## src/rtl/jtag_dm_pkg.sv

```systemverilog
// Shared definitions for the debug module: DMI register map, op codes,
// abstract-command error codes, FSM states and COMMAND field positions.
package jtag_dm_pkg;

    localparam logic [6:0] ADDR_DATA0      = 7'h04;
    localparam logic [6:0] ADDR_DMCONTROL  = 7'h10;
    localparam logic [6:0] ADDR_DMSTATUS   = 7'h11;
    localparam logic [6:0] ADDR_ABSTRACTCS = 7'h16;
    localparam logic [6:0] ADDR_COMMAND    = 7'h17;

    typedef enum logic [1:0] {
        OP_NOP   = 2'd0,
        OP_READ  = 2'd1,
        OP_WRITE = 2'd2,
        OP_RSVD  = 2'd3
    } dmi_op_e;

    typedef enum logic [1:0] {
        CMDERR_NONE       = 2'd0,
        CMDERR_NOT_HALTED = 2'd1,
        CMDERR_PENDING    = 2'd2
    } cmderr_e;

    typedef enum logic [1:0] {
        ST_IDLE,
        ST_EXEC,
        ST_SAMPLE,
        ST_RESP
    } state_e;

    localparam int unsigned CMD_REGNO_MSB    = 4;
    localparam int unsigned CMD_WRITE_BIT    = 16;
    localparam int unsigned CMD_TRANSFER_BIT = 17;

endpackage

```

## src/rtl/jtag_dm_cnt.sv

```systemverilog
// Load / decrement-or-saturating-increment counter used for the reset pulse
// length and the halt settle time.
module dm_cnt #(
    parameter int unsigned      WIDTH    = 8,
    parameter bit               COUNT_UP = 1'b0,
    parameter logic [WIDTH-1:0] LIMIT    = '0
) (
    input  logic             clk,
    input  logic             rstn,
    input  logic             i_clr,
    input  logic             i_load,
    input  logic [WIDTH-1:0] i_load_val,
    input  logic             i_en,
    output logic [WIDTH-1:0] o_count
);

    logic [WIDTH-1:0] r_count;

    always_ff @(posedge clk) begin
        if (!rstn) begin
            r_count <= '0;
        end else if (i_clr) begin
            r_count <= '0;
        end else if (i_load) begin
            r_count <= i_load_val;
        end else if (i_en) begin
            if (COUNT_UP) begin
                if (r_count != LIMIT) r_count <= r_count + WIDTH'(1);
            end else begin
                if (r_count != '0) r_count <= r_count - WIDTH'(1);
            end
        end
    end

    assign o_count = r_count;

endmodule

```

## src/rtl/jtag_dm.sv

```systemverilog
// Debug module: DMI register front end plus a small abstract-command engine
// that turns GPR access commands into cycles on the core's debug register port.
module jtag_dm
    import jtag_dm_pkg::*;
#(
    parameter int unsigned RESET_CYCLES = 16,
    parameter int unsigned HALT_SETTLE  = 4
) (
    input  logic        clk,
    input  logic        rstn,
    input  logic        dmi_req_valid,
    output logic        dmi_req_ready,
    input  logic [1:0]  dmi_req_op,
    input  logic [6:0]  dmi_req_addr,
    input  logic [31:0] dmi_req_data,
    output logic        dmi_resp_valid,
    input  logic        dmi_resp_ready,
    output logic [31:0] dmi_resp_data,
    output logic        dmi_resp_err,
    output logic        jtag_halt,
    output logic        jtag_reset,
    output logic        reg_wen,
    output logic [4:0]  reg_addr,
    output logic [31:0] reg_w_data,
    input  logic [31:0] reg_r_data
);

    localparam int unsigned RST_W  = $clog2(RESET_CYCLES + 1);
    localparam int unsigned HALT_W = $clog2(HALT_SETTLE + 1);

    state_e      r_state, w_next_state;
    logic [31:0] r_data0;
    logic        r_haltreq;
    cmderr_e     r_cmderr;
    logic [4:0]  r_regno;
    logic        r_cmd_write;
    logic [31:0] r_resp_data;
    logic        r_resp_err;

    logic              w_accept, w_is_read, w_is_write;
    logic              w_wr_dmctrl, w_cmd_xfer, w_cmd_start, w_cmd_reject;
    logic              w_busy, w_halted, w_resetting, w_unmapped;
    logic [31:0]       w_rd_data;
    logic [RST_W-1:0]  w_rst_cnt;
    logic [HALT_W-1:0] w_halt_cnt;
    dmi_op_e           w_op;

    assign w_op       = dmi_op_e'(dmi_req_op);
    assign w_accept   = dmi_req_valid & dmi_req_ready;
    assign w_is_read  = w_accept & (w_op == OP_READ);
    assign w_is_write = w_accept & (w_op == OP_WRITE);

    assign w_wr_dmctrl  = w_is_write & (dmi_req_addr == ADDR_DMCONTROL);
    assign w_cmd_xfer   = w_is_write & (dmi_req_addr == ADDR_COMMAND)
                        & dmi_req_data[CMD_TRANSFER_BIT] & (r_cmderr == CMDERR_NONE);
    assign w_cmd_start  = w_cmd_xfer & w_halted;
    assign w_cmd_reject = w_cmd_xfer & ~w_halted;

    assign w_halted    = (w_halt_cnt == HALT_W'(HALT_SETTLE));
    assign w_resetting = (w_rst_cnt != '0);

    dm_cnt #(
        .WIDTH    (RST_W),
        .COUNT_UP (1'b0),
        .LIMIT    ('0)
    ) u_rst_cnt (
        .clk        (clk),
        .rstn       (rstn),
        .i_clr      (1'b0),
        .i_load     (w_wr_dmctrl & dmi_req_data[1]),
        .i_load_val (RST_W'(RESET_CYCLES)),
        .i_en       (1'b1),
        .o_count    (w_rst_cnt)
    );

    // Clearing haltreq must drop halted on the same edge, hence the clear port.
    dm_cnt #(
        .WIDTH    (HALT_W),
        .COUNT_UP (1'b1),
        .LIMIT    (HALT_W'(HALT_SETTLE))
    ) u_halt_cnt (
        .clk        (clk),
        .rstn       (rstn),
        .i_clr      (w_wr_dmctrl & ~dmi_req_data[0]),
        .i_load     (1'b0),
        .i_load_val ('0),
        .i_en       (r_haltreq),
        .o_count    (w_halt_cnt)
    );

    always_comb begin
        w_rd_data  = '0;
        w_unmapped = 1'b0;
        case (dmi_req_addr)
            ADDR_DATA0:      w_rd_data = r_data0;
            ADDR_DMCONTROL:  w_rd_data = {31'b0, r_haltreq};
            ADDR_DMSTATUS:   w_rd_data = {30'b0, w_resetting, w_halted};
            ADDR_ABSTRACTCS: w_rd_data = {29'b0, r_cmderr, w_busy};
            ADDR_COMMAND:    w_rd_data = '0;
            default:         w_unmapped = 1'b1;
        endcase
    end

    always_comb begin
        w_next_state   = r_state;
        dmi_req_ready  = 1'b0;
        dmi_resp_valid = 1'b0;
        reg_wen        = 1'b0;
        reg_addr       = '0;
        reg_w_data     = '0;
        w_busy         = 1'b0;
        case (r_state)
            ST_IDLE: begin
                dmi_req_ready = rstn;
                if (w_accept) w_next_state = w_cmd_start ? ST_EXEC : ST_RESP;
            end
            ST_EXEC: begin
                w_busy   = 1'b1;
                reg_addr = r_regno;
                if (r_cmd_write) begin
                    reg_wen      = 1'b1;
                    reg_w_data   = r_data0;
                    w_next_state = ST_RESP;
                end else begin
                    w_next_state = ST_SAMPLE;
                end
            end
            ST_SAMPLE: begin
                w_busy       = 1'b1;
                reg_addr     = r_regno;
                w_next_state = ST_RESP;
            end
            ST_RESP: begin
                dmi_resp_valid = 1'b1;
                if (dmi_resp_ready) w_next_state = ST_IDLE;
            end
            default: w_next_state = ST_IDLE;
        endcase
    end

    always_ff @(posedge clk) begin
        if (!rstn) begin
            r_state     <= ST_IDLE;
            r_data0     <= '0;
            r_haltreq   <= 1'b0;
            r_cmderr    <= CMDERR_NONE;
            r_regno     <= '0;
            r_cmd_write <= 1'b0;
            r_resp_data <= '0;
            r_resp_err  <= 1'b0;
        end else begin
            r_state <= w_next_state;
            if (w_accept) begin
                r_resp_data <= w_is_read ? w_rd_data : '0;
                r_resp_err  <= (w_is_read | w_is_write) & w_unmapped;
            end
            if (w_is_write) begin
                case (dmi_req_addr)
                    ADDR_DATA0:      r_data0   <= dmi_req_data;
                    ADDR_DMCONTROL:  r_haltreq <= dmi_req_data[0];
                    ADDR_ABSTRACTCS: r_cmderr  <= cmderr_e'(r_cmderr & ~dmi_req_data[2:1]);
                    default: ;
                endcase
            end
            if (w_cmd_start) begin
                r_regno     <= dmi_req_data[CMD_REGNO_MSB:0];
                r_cmd_write <= dmi_req_data[CMD_WRITE_BIT];
            end
            if (w_cmd_reject) r_cmderr <= CMDERR_NOT_HALTED;
            // A read command's response returns the freshly sampled DATA0.
            if (r_state == ST_SAMPLE) begin
                r_data0     <= reg_r_data;
                r_resp_data <= reg_r_data;
            end
        end
    end

    assign dmi_resp_data = r_resp_data;
    assign dmi_resp_err  = r_resp_err;
    assign jtag_halt     = r_haltreq;
    assign jtag_reset    = w_resetting;

endmodule

```

## config.mk

```make
export PLATFORM = sky130hd
export DESIGN_NAME = jtag_dm
export DESIGN_NICKNAME = d
export VERILOG_FILES = /design/src/rtl/jtag_dm_pkg.sv /design/src/rtl/jtag_dm_cnt.sv /design/src/rtl/jtag_dm.sv
export SDC_FILE = /design/constraint.sdc
export NUM_CORES = 1
export LEC_CHECK = 0
export BUFFER_PORTS_ARGS = -buffer_cell sky130_fd_sc_hd__buf_2
export CAP_MARGIN = 30
export CELL_PAD_IN_SITES_DETAIL_PLACEMENT = 1
export CELL_PAD_IN_SITES_GLOBAL_PLACEMENT = 2
export CORE_MARGIN = 2
export CORE_UTILIZATION = 31
export DETAILED_ROUTE_END_ITERATION = 10
export PLACE_DENSITY = 0.92
export SLEW_MARGIN = 10
export SYNTH_ARGS = -nofsm -noshare
export SYNTH_HDL_FRONTEND = slang
export SYNTH_SLANG_ARGS = --single-unit
```

## constraint.sdc

```tcl
create_clock -name clk -period 6 [get_ports clk]
set_input_delay 0.3 -clock clk [delete_from_list [all_inputs] [get_ports clk]]
set_output_delay 0.3 -clock clk [all_outputs]
set_load 0.03 [all_outputs]
```

=== Word-level counts from Yosys, hierarchy flattened ===
Index checks and enable logic that the tools add are counted.

* $add $sub $neg: 2
* Eq/ne operators: 14
* Multiplexer cells: 26
* Bitwise logic cells: 18
* Reductions and logical operators: 20

{| class="wikitable"
|+ Operators by type and width
! kind !! number
|-
| 32-bit two-way mux || 8
|-
| 32-bit one-hot mux with 4 select lines || 1
|-
| 7-bit by 5-bit equality test with 1-bit output, second input constant || 4
|-
| 5-bit two-way mux || 3
|-
| 1-bit AND || 12
|-
| 2-bit AND reduction || 6
|-
| 2-bit nonzero test || 6
|-
| 1-bit two-way mux || 10
|-
| 2-bit one-hot mux with 4 select lines || 1
|-
| 2-bit OR reduction || 4
|-
| 7-bit by 3-bit equality test with 1-bit output, second input constant || 1
|-
| 2-bit equality test, second input constant || 3
|-
| 2-bit two-way mux || 3
|-
| 5-bit nonzero test || 1
|-
| 5-bit OR reduction || 1
|-
| 5-bit by 1-bit subtractor with 5-bit output, second input constant || 1
|-
| 2-bit by 1-bit equality test with 1-bit output, second input constant || 2
|-
| 2-bit zero test || 2
|-
| 2-bit != test, second input constant || 2
|-
| 3-bit by 1-bit adder with 3-bit output, second input constant || 1
|-
| 3-bit equality test, second input constant || 1
|-
| 3-bit != test, second input constant || 1
|-
| 1-bit inverter || 3
|-
| 2-bit AND || 1
|-
| 2 further kinds || 2
|}

* Register bits: 84
* Output and inout bits: 75

=== Longest topological paths before layout ===
Gate-level depths: netlist (run 1).

* Depth after elaboration: 11
* Gate-level depth with buffers: 9
* Mapped depth without buffers: 6

=== Modules after synthesis ===
Synthesis (run 1) repeated with hierarchy kept, for this count alone.

* Cells, all modules: 539
* Area, all modules: 4346.7 um^2

{| class="wikitable"
|+ By module, submodules not included
! module !! instances !! cells each !! area each (um^2) !! sequential area each (um^2)
|-
| jtag_dm || 1 || 481 || 3865.0 || 1521.5
|-
| dm_cnt (u_rst_cnt) || 1 || 37 || 291.5 || 100.1
|-
| dm_cnt (u_halt_cnt) || 1 || 21 || 190.2 || 60.1
|}

=== Worst setup path before layout (run 1) ===
OpenSTA, ideal clock, no wires.

* Kind: register to register
* Start: register r_state[0]
* End: register r_resp_data[14] (netlist: dmi_resp_data[14])
* Library setup time: 0.066 ns
* Arrival time: 1.916 ns
* Required time: 5.934 ns
* Path slack: 4.018 ns
* Stages on the path, launching flop included: 10
* Cell sequence: dfxtp_1 > inv_1 > ha_1 > clkbuf_1 > or3b_2 > nor4_2 > buf_4 > buf_4 > a222oi_1 > nor2_1

* Cells in the longest elaborated chain, start to end: 7
* Elaborated cells between the ends (all ways): 9
* Classes of those cells: eq/ne (1); mux (4); bitwise (2); reduce/logical (2)

{| class="wikitable"
|+ RTL lines
! item !! RTL line !! source
|-
| from (decl) || jtag_dm.sv:31 || <nowiki>state_e r_state, w_next_state;</nowiki>
|-
| from (signal assigned) || jtag_dm.sv:152 || <nowiki>r_state <= w_next_state;</nowiki>
|-
| 2-bit zero test || jtag_dm.sv:112 || <nowiki>case (r_state)</nowiki>
|-
| 1-bit two-way mux || jtag_dm.sv:112 ||
|-
| 1-bit AND || jtag_dm.sv:49 || <nowiki>assign w_accept = dmi_req_valid & dmi_req_ready;</nowiki>
|-
| 1-bit AND || jtag_dm.sv:50 || <nowiki>assign w_is_read = w_accept & (w_op == OP_READ);</nowiki>
|-
| 32-bit two-way mux || jtag_dm.sv:154 || <nowiki>r_resp_data <= w_is_read ? w_rd_data : '0;</nowiki>
|-
| 32-bit two-way mux || jtag_dm.sv:153 || <nowiki>if (w_accept) begin</nowiki>
|-
| 32-bit two-way mux || jtag_dm.sv:171 || <nowiki>if (r_state == ST_SAMPLE) begin</nowiki>
|-
| to (signal assigned) || jtag_dm.sv:154 ||
|-
| to (signal assigned) || jtag_dm.sv:173 || <nowiki>r_resp_data <= reg_r_data;</nowiki>
|-
| to (decl) || jtag_dm.sv:37 || <nowiki>logic [31:0] r_resp_data;</nowiki>
|}

Several ways; a longest one is shown, not always the timed one. The select of a mux whose other input is x is not followed.
A chain may end at the register's enable or synchronous reset.

=== Worst setup path after layout (run 1) ===
* Start: register r_state[0]
* End: register r_data0[8]

* Cells in the longest elaborated chain, start to end: 6
* Elaborated cells between the ends (all ways): 9
* Classes of those cells: eq/ne (1); mux (2); bitwise (2); reduce/logical (4)

{| class="wikitable"
|+ RTL lines
! item !! RTL line !! source
|-
| 2-bit zero test || jtag_dm.sv:112 ||
|-
| 1-bit two-way mux || jtag_dm.sv:112 ||
|-
| 1-bit AND || jtag_dm.sv:49 ||
|-
| 1-bit AND || jtag_dm.sv:51 || <nowiki>assign w_is_write = w_accept & (w_op == OP_WRITE);</nowiki>
|-
| 2-bit nonzero test (no line) || n/a ||
|-
| 2-bit AND reduction (no line) || n/a ||
|-
| to (signal assigned) || jtag_dm.sv:159 || <nowiki>ADDR_DATA0: r_data0 <= dmi_req_data;</nowiki>
|-
| to (signal assigned) || jtag_dm.sv:172 || <nowiki>r_data0 <= reg_r_data;</nowiki>
|-
| to (decl) || jtag_dm.sv:32 || <nowiki>logic [31:0] r_data0;</nowiki>
|}

Several ways; a longest one is shown, not always the timed one.

==> results of run 1 <==
-- final cells by class --
type	count	area, µm²
Clock inverter	5	53.80
Inverter	12	45.04
Multi-Input combinational cell	311	2328
Tap cell	176	220.2
Timing Repair Buffer	158	835.8
Antenna cell	1	2.502
Fill cell	1575	7899
Sequential cell	84	1682
Clock buffer	10	229.0
-- kinds of logic (layout without fill, tap and decap cells) --
logic type	Yosys count	count (layout)	share of synthesized area, %
other cells	0	1	0
xor+xnor	5	5	1.031
compound gates	106	106	23.15
simple gates	159	159	20.17
flops	84	84	39.58
buf+inv	49	185	5.948
mux	33	33	7.774
fa+ha+maj	8	8	2.356
-- routing by layer --
layer | track usage [%] | vias to the layer above
met4 | 6.105 | 2
met1 | 25.00 | 2050
li1 | - | 1936
met3 | 5.686 | 17
met5 | 0 | -
met2 | 33.71 | 142
-- power groups by stage --
stage / Sequential (µW) / Clock, µW / Combinational (µW)
2_1_floorplan: 891 / 0 / 595
3_3_place_gp: 823 / 0 / 839
3_5_place_dp: 833 / 0 / 904
4_1_cts: 825 / 563 / 908
5_1_grt: 845 / 589 / 980
6_report: 827 / 548 / 899
-- sequential cells by signal, indices dropped and copies added (netlist names) --
| signal | count |
|---|---|
| r_state | 2 |
| dmi_resp_err | 1 |
| u_rst_cnt.o_count | 5 |
| r_cmderr | 2 |
| r_data0 | 32 |
| r_cmd_write | 1 |
| jtag_halt | 1 |
| dmi_resp_data | 32 |
| r_regno | 5 |
| u_halt_cnt.o_count | 3 |
-- placed cells by master (no fill, tap or decap), drive strengths merged, types with 4 or more instances in the layout --
cell and instances:
a21oi 15, buf 158, clkinv 4, nor2 66, a211oi 30, nand2 13
o21ai 11, clkbuf 10, a222oi 29, ha 8, nor3 5, nand4 7
a22oi 4, inv 12, mux2i 33, xnor2 5, dfxtp 84, and3 33
and2 9
-- path summary, 6_finish.rpt --
check                           startpoint                  endpoint  slack [ps]  cells after the start
setup / recovery   r_state[0]$_SDFFE_PN0P_   r_data0[8]$_SDFFE_PN0P_        3290                      7
hold / removal             dmi_req_data[2]  r_cmderr[1]$_SDFFE_PP0P_         200                      2
setup reg to reg   r_state[0]$_SDFFE_PN0P_   r_data0[8]$_SDFFE_PN0P_        3290                      7
hold reg to reg   r_cmderr[1]$_SDFFE_PP0P_  r_cmderr[1]$_SDFFE_PP0P_         470                      2
-- per-stage QoR --
step,cells,cell area (µm²),power [µW],hold WS [ps],setup slack (ps)
floorplan,444,4249,1486,397.9,4018
finish,757,5396,2274,196.0,3286
global route,756,5394,2413,191.7,3049
CTS,756,5394,2297,182.2,3272
global placement,739,5069,1663,442.4,3486
detailed placement,741,5111,1736,460.8,3300
==> results, run 1 <==
- Summed over all nets, the switching power comes to 912.8 µW.
- The worst voltage drop across the vdd grid is 0.1555 mV.
- The initial antenna violation count is 1.
- The most common cell in the netlist is dfxtp_1.
- Clock-pin slew was measured on the worst setup and hold paths at 60 ps.
- The net count of the finished layout is 661.
- For this configuration, the core starts out at a cell density of 31.96%.
- The reported max-cap violation count is 0.
- The share of flip-flops with an asynchronous set or reset is 0%.
- Counting flops with a built-in enable in the synthesized netlist gives 0.
- Of the total power, the share spent switching nets is 40.14%.
- The share of cells above drive strength 1 is 36.55%.
- The maximum fanout count along the critical path is 58.
- For this design the ratio of total power to cell area is 421.4 nW/µm².
- Counting both buffers and inverters, the worst setup path holds a total of 3.
- Global routing used 20.12% of the available tracks across all layers.
- The cell that appears most often on the critical path is inv_1.
- The TritonCTS clock tree is done.
- The initial detailed-routing violation count is 358.
- In the routed design, unresolved DRC markers number 0.
- The number of endpoints failing setup at the final stage is 0.
- Using the TritonRoute via totals, the vias-per-cell ratio works out to 5.478.
- The final HPWL from detailed placement is 10210 µm.
- The area added between synthesis and finish is 27.00%.
- Counting distinct cell types in the post-synthesis netlist gives 55.
- The clock period minus final worst setup slack is 2714 ps.
- The floorplan step set the die width to 121.1 µm.
- The critical path's slowest cell is ha_2.
- The fraction of post-synthesis cell area in the top cell type by area is 39.58%.
- The die covers 14660 µm².
- The worst stage delay on the critical path is 720 ps.
- The total of hold buffers inserted after clock tree synthesis is 0.
- The final number of max-transition violations came to 0.
- TritonCTS created 9 clock buffers.
- In this run the cell area of the synthesized design comes to 4249 µm².
- Data on the critical path arrives at its endpoint at 2980 ps.
- The number of hold violations in the final report is 0.
- Combinational logic burns 39.5% of the power.
- After global routing the overflow that remains totals 0.
- Traced cell by cell, the critical path runs through inv_1, ha_2, inv_1, o41ai_4, buf_4, nor2_1, a211oi_2.
- The post-synthesis net count is 529.
- 152 I/O pins were placed.
- In this run the mean area of a mapped cell was 9.570 µm².
- After synthesis, the cell types taking the most area are dfxtp_1, a211oi_2, mux2i_1, a222oi_1, nor2_1.
- For the pin with the worst max-slew slack, the measured transition is 971.3 ps.
- From bottom edge to top edge, the die measures 121.1 µm.
- The global-route wire length before repair is 23010 µm.
- Entering global routing, the biggest net connects 59 pins.
- The flip-flop and latch count after synthesis is 84.
- The most used flip-flop cell after synthesis is dfxtp_1.
- By count the netlist is led by dfxtp_1, nor2_1, and3_1, mux2i_1.
- The largest buffer count on any clock path is 2.
- The number of antenna-violating nets in the routed design is 0.
- The clock latency on the worst-skew pair is 350 ps.
- The internal power is 1361 µW.
- The post-synthesis cell type with the largest combined area is dfxtp_1.
- The class of the most critical hold timing path is in2reg.
- The setup skew after layout is 6.591 ps.
- The core occupancy in the finished layout is 40.59%.
- In the final routed layout, each cell accounts on average for 19.12 µm.
- Setup repair after global routing left no endpoint under its margin.
- The number of cells upsized or downsized after cts is 0.
- The clock sink total is 84.
- The wire length after detailed routing is 14470 µm.
- The critical path in this run is classified as reg2reg.
- The worst pin sits at a relative slew slack of 34.34%.
- The sequential element share of the synthesized area is 39.58%.
- In the final timing run, aggregate negative setup slack is 0 ps.
- The number of global-route vias before repair is 4314.
- The placeable core area is 13300 µm².
- Of the total power, registers draw 36.4%.
- The routed length on met3 is 1061 µm.
- The flow ran to the end, and the final reports show no timing, DRC or antenna violations.
- The achievable frequency is 368.5 MHz.
- The post-synthesis instance total is 444.
- The routability-driven placement congestion ratio is 0.7956.
- The clock network fraction of design power is 24.1%.
- The highest layer touched by signal routing is met5.
- The cell leakage power is 0.002402 µW.
- STA classifies the critical path endpoint as a flop.
- CTS placed an instance of clkbuf_16 at the clock tree root.
- During synthesis, Yosys emitted a total of 0 warnings.
- The data required time at the worst endpoint is 6260 ps.
- The element type at the critical path start is a flop.
- The total number of H-tree levels is 3.
- Across all layers, the routed design uses 4147 vias.
- In this run the tool buffered the top-level ports with 151 buffer cells.
- The family with the most delay on the worst path is buffers and inverters.
- The routed metal-1 wirelength is 6164 µm.
- In the finished design, the share of the clock period the worst path needs comes to 45.23%.
- The floorplan has 42 rows.
- The total length of routed met2 wires is 7068 µm.
- The number of detailed-route iterations in the first pass is 6.
- Post-CTS timing repair inserted 0 buffers for setup.
Note: power is estimated with default switching activity, not from simulation.
==> inputs of run 2 (changes only) <==
Settings changed: CORE_UTILIZATION 31 to 26, PLACE_DENSITY 0.92 to 0.83.
Clock period 6 ns to 2.3 ns, I/O delays scaled along.
==> results, run 2 (same netlist as run 1, synthesis figures left out) <==
- The die is 131.8 µm tall.
- Clock tree synthesis found a total of 84 sinks.
- The clock latency on the worst-skew pair is 350 ps.
- Once the clock tree was built, the setup fixing pass inserted 0 buffers.
- The reg2reg setup slack is 170 ps.
- The worst stage delay on the critical path is 420 ps.
- The worst hold path begins at reg_r_data[23].
- The achievable frequency is 469.2 MHz.
- The final HPWL from detailed placement is 10290 µm.
- The total negative slack for setup checks is 0 ps.
- The final number of max-transition violations came to 0.
- The clock period minus final worst setup slack is 2131 ps.
- At the worst endpoint, the required time is 2560 ps.
- In this run the deepest clock path goes through 2 buffers.
- Entering global routing, the biggest net connects 64 pins.
- The average vias per placed instance is 5.079.
- The worst register-to-register path has a depth of 7.
- The initialized floorplan defines 46 standard-cell rows.
- The cell leakage power is 0.002475 µW.
- After clock tree synthesis, the clock-pin slew on the worst setup and hold paths is 60 ps.
- The final worst-path cycle share is 92.66%.
- Across every metal layer, demand over resource in global routing totals 16.54%.
- The switching fraction of total power is 38.76%.
- The total overflow reported by the global router is 0.
- The remaining routing DRC violations is 0.
- Per report_power, the sequential group accounts for 34.9% of the total.
- The flow ran to the end, and the final reports show no timing, DRC or antenna violations.
- The die covers 17380 µm².
- The worst voltage drop across the vdd grid is 0.5500 mV.
- Setup repair after global routing left no endpoint under its margin.
- Leaving out fill and tap cells, the most frequent cells in the layout are buf_2, dfxtp_1, nor2_1.
- The number of global-route vias before repair was 4285.
- The repair_antennas step left the layout with diodes totalling 0.
- The worst-case headroom to the max-slew limit is 50.68%.
- In this run the critical register-to-register path is captured at r_data0[17]$_SDFFE_PN0P_.
- The area added between synthesis and finish is 31.89%.
- Setup violations remaining at the end of the flow were counted as 0.
- The core region is 15940 µm².
- The post-detailed-route wirelength per cell is 17.92 µm.
- The type of the worst setup path is reg2reg.
- The clock network fraction of design power is 25.7%.
- At the worst endpoint, the arrival time is 2390 ps.
- The number of detailed-route iterations in the first pass is 6.
- The die outline width is 131.8 µm.
- Input and output buffers added on the ports amount to 151.
- The internal power of the cells totals 3764 µW.
- The first global-routing pass estimated 22950 µm of wire.
- The critical path capture point is r_data0[17]$_SDFFE_PN0P_.
- The initial utilization of the core area, before any placement, comes to 26.65%.
- In this run the worst setup path begins at r_state[0]$_SDFFE_PN0P_.
- In the final layout, the share of cells above drive strength 1 is 37.67%.
- For the pin with the worst max-slew slack, the measured transition is 733.1 ps.
- The setup skew after layout is 10.18 ps.
- The worst hold slack across all endpoints is 37.09 ps.
- The number of nets in the finished design is 672.
- The reported max-cap violation count is 0.
- Leaving out fill and tap cells, the most frequent cell in the layout is buf_2.
- The routability-driven placement congestion ratio is 0.8832.
- The total power divided by cell area is 1097 nW/µm².
- The kind of end point of the critical path is a flop.
- The number of buffers added by the clock tree synthesis step is 9.
- The initial antenna violation count is 0.
- Traced cell by cell, the critical path runs through inv_1, ha_1, nand3_2, o41ai_4, buf_12, nor2_1, a211oi_2.
- TritonCTS built the clock tree.
- The number of antenna-violating nets in the routed design is 0.
- The number of hold violations in the final report came to 0.
- Clock tree synthesis selected as its root buffer the cell clkbuf_16.
- Detailed routing inserted a total of 4104 vias.
- The critical path's slowest cell is o41ai_4.
- The net switching power is 2383 µW.
- The wire length after detailed routing is 14480 µm.
- Combinational logic burns 39.4% of the power.
- STA classifies the critical path startpoint as a flop.
- For this block, the initial DRC count from the detailed router was 286.
- The worst register-to-register path begins at r_state[0]$_SDFFE_PN0P_.
- The total number of H-tree levels is 3.
- The number of I/O pins is 152.
- The tightest min-delay check is of the in2reg type.
- Along the worst path, the maximum fanout reaches 58.
-- run 2: final cells by class --
class / count / area, µm²
Clock inverter: 4 / 72.57
Multi-Input combinational cell: 311 / 2341
Sequential cell: 84 / 1682
Fill cell: 1900 / 10340
Inverter: 12 / 45.04
Clock buffer: 12 / 246.5
Timing Repair Buffer: 169 / 947.2
Tap cell: 216 / 270.3
-- run 2: worst min path at each step --
stage	to	slack [ps]	cells past startpoint
finish	dmi_resp_data[23]$_SDFFE_PN0P_	40	3
global route	dmi_resp_data[27]$_SDFFE_PN0P_	30	3
CTS	dmi_resp_data[23]$_SDFFE_PN0P_	20	3
detailed placement	r_cmderr[1]$_SDFFE_PP0P_	360	2
global placement	dmi_resp_data[30]$_SDFFE_PN0P_	370	3
floorplan	r_cmderr[1]$_SDFFE_PP0P_	210	1
-- run 2: power groups by stage --
stage / logic, µW / clock network, µW / registers, µW
finish: 2420 / 1580 / 2140
CTS: 2440 / 1630 / 2140
floorplan: 1550 / 0 / 2320
global route: 2630 / 1690 / 2190
global placement: 2340 / 0 / 2150
detailed placement: 2430 / 0 / 2170
-- run 2: repair_timing --
| item | in CTS | in global routing |
|---|---|---|
| endpoints found under the setup margin | 0 | 17 |
| gates resized for setup | 0 | 2 |
| endpoints found under the hold margin | 1 | 0 |
| hold buffers | 1 | 0 |
-- run 2: metrics by stage --
step	setup slack [ps]	utilization [%]	cells	cell area, µm²	total power (µW)
2_1_floorplan	318.2	-	444	4249	3877
3_3_place_gp	246.0	33.05	791	5269	4484
3_5_place_dp	145.9	33.05	791	5269	4595
6_report	168.8	35.15	808	5604	6146
5_1_grt	23.52	35.15	808	5604	6522
4_1_cts	47.24	35.11	808	5598	6214
-- run 2: critical path, delay by kind of cell, from the launching register on --
family	cells	cell delay, ps
adders and majority gates	1	300
DFF	1	330
and+or+nand+nor	2	240
buffers and inverters	2	490
AOI/OAI and AO/OA	2	630
-- run 2: metal layers --
| metal | up-vias | GRT usage [%] | part of all wire (%) |
|---|---|---|---|
| li1 | 1959 | - | - |
| met1 | 1998 | 20.93 | 44 |
| met2 | 126 | 26.88 | 48 |
| met3 | 21 | 4.383 | 5.7 |
| met4 | 0 | 6.522 | 2.2 |
| met5 | - | 0 | 0 |
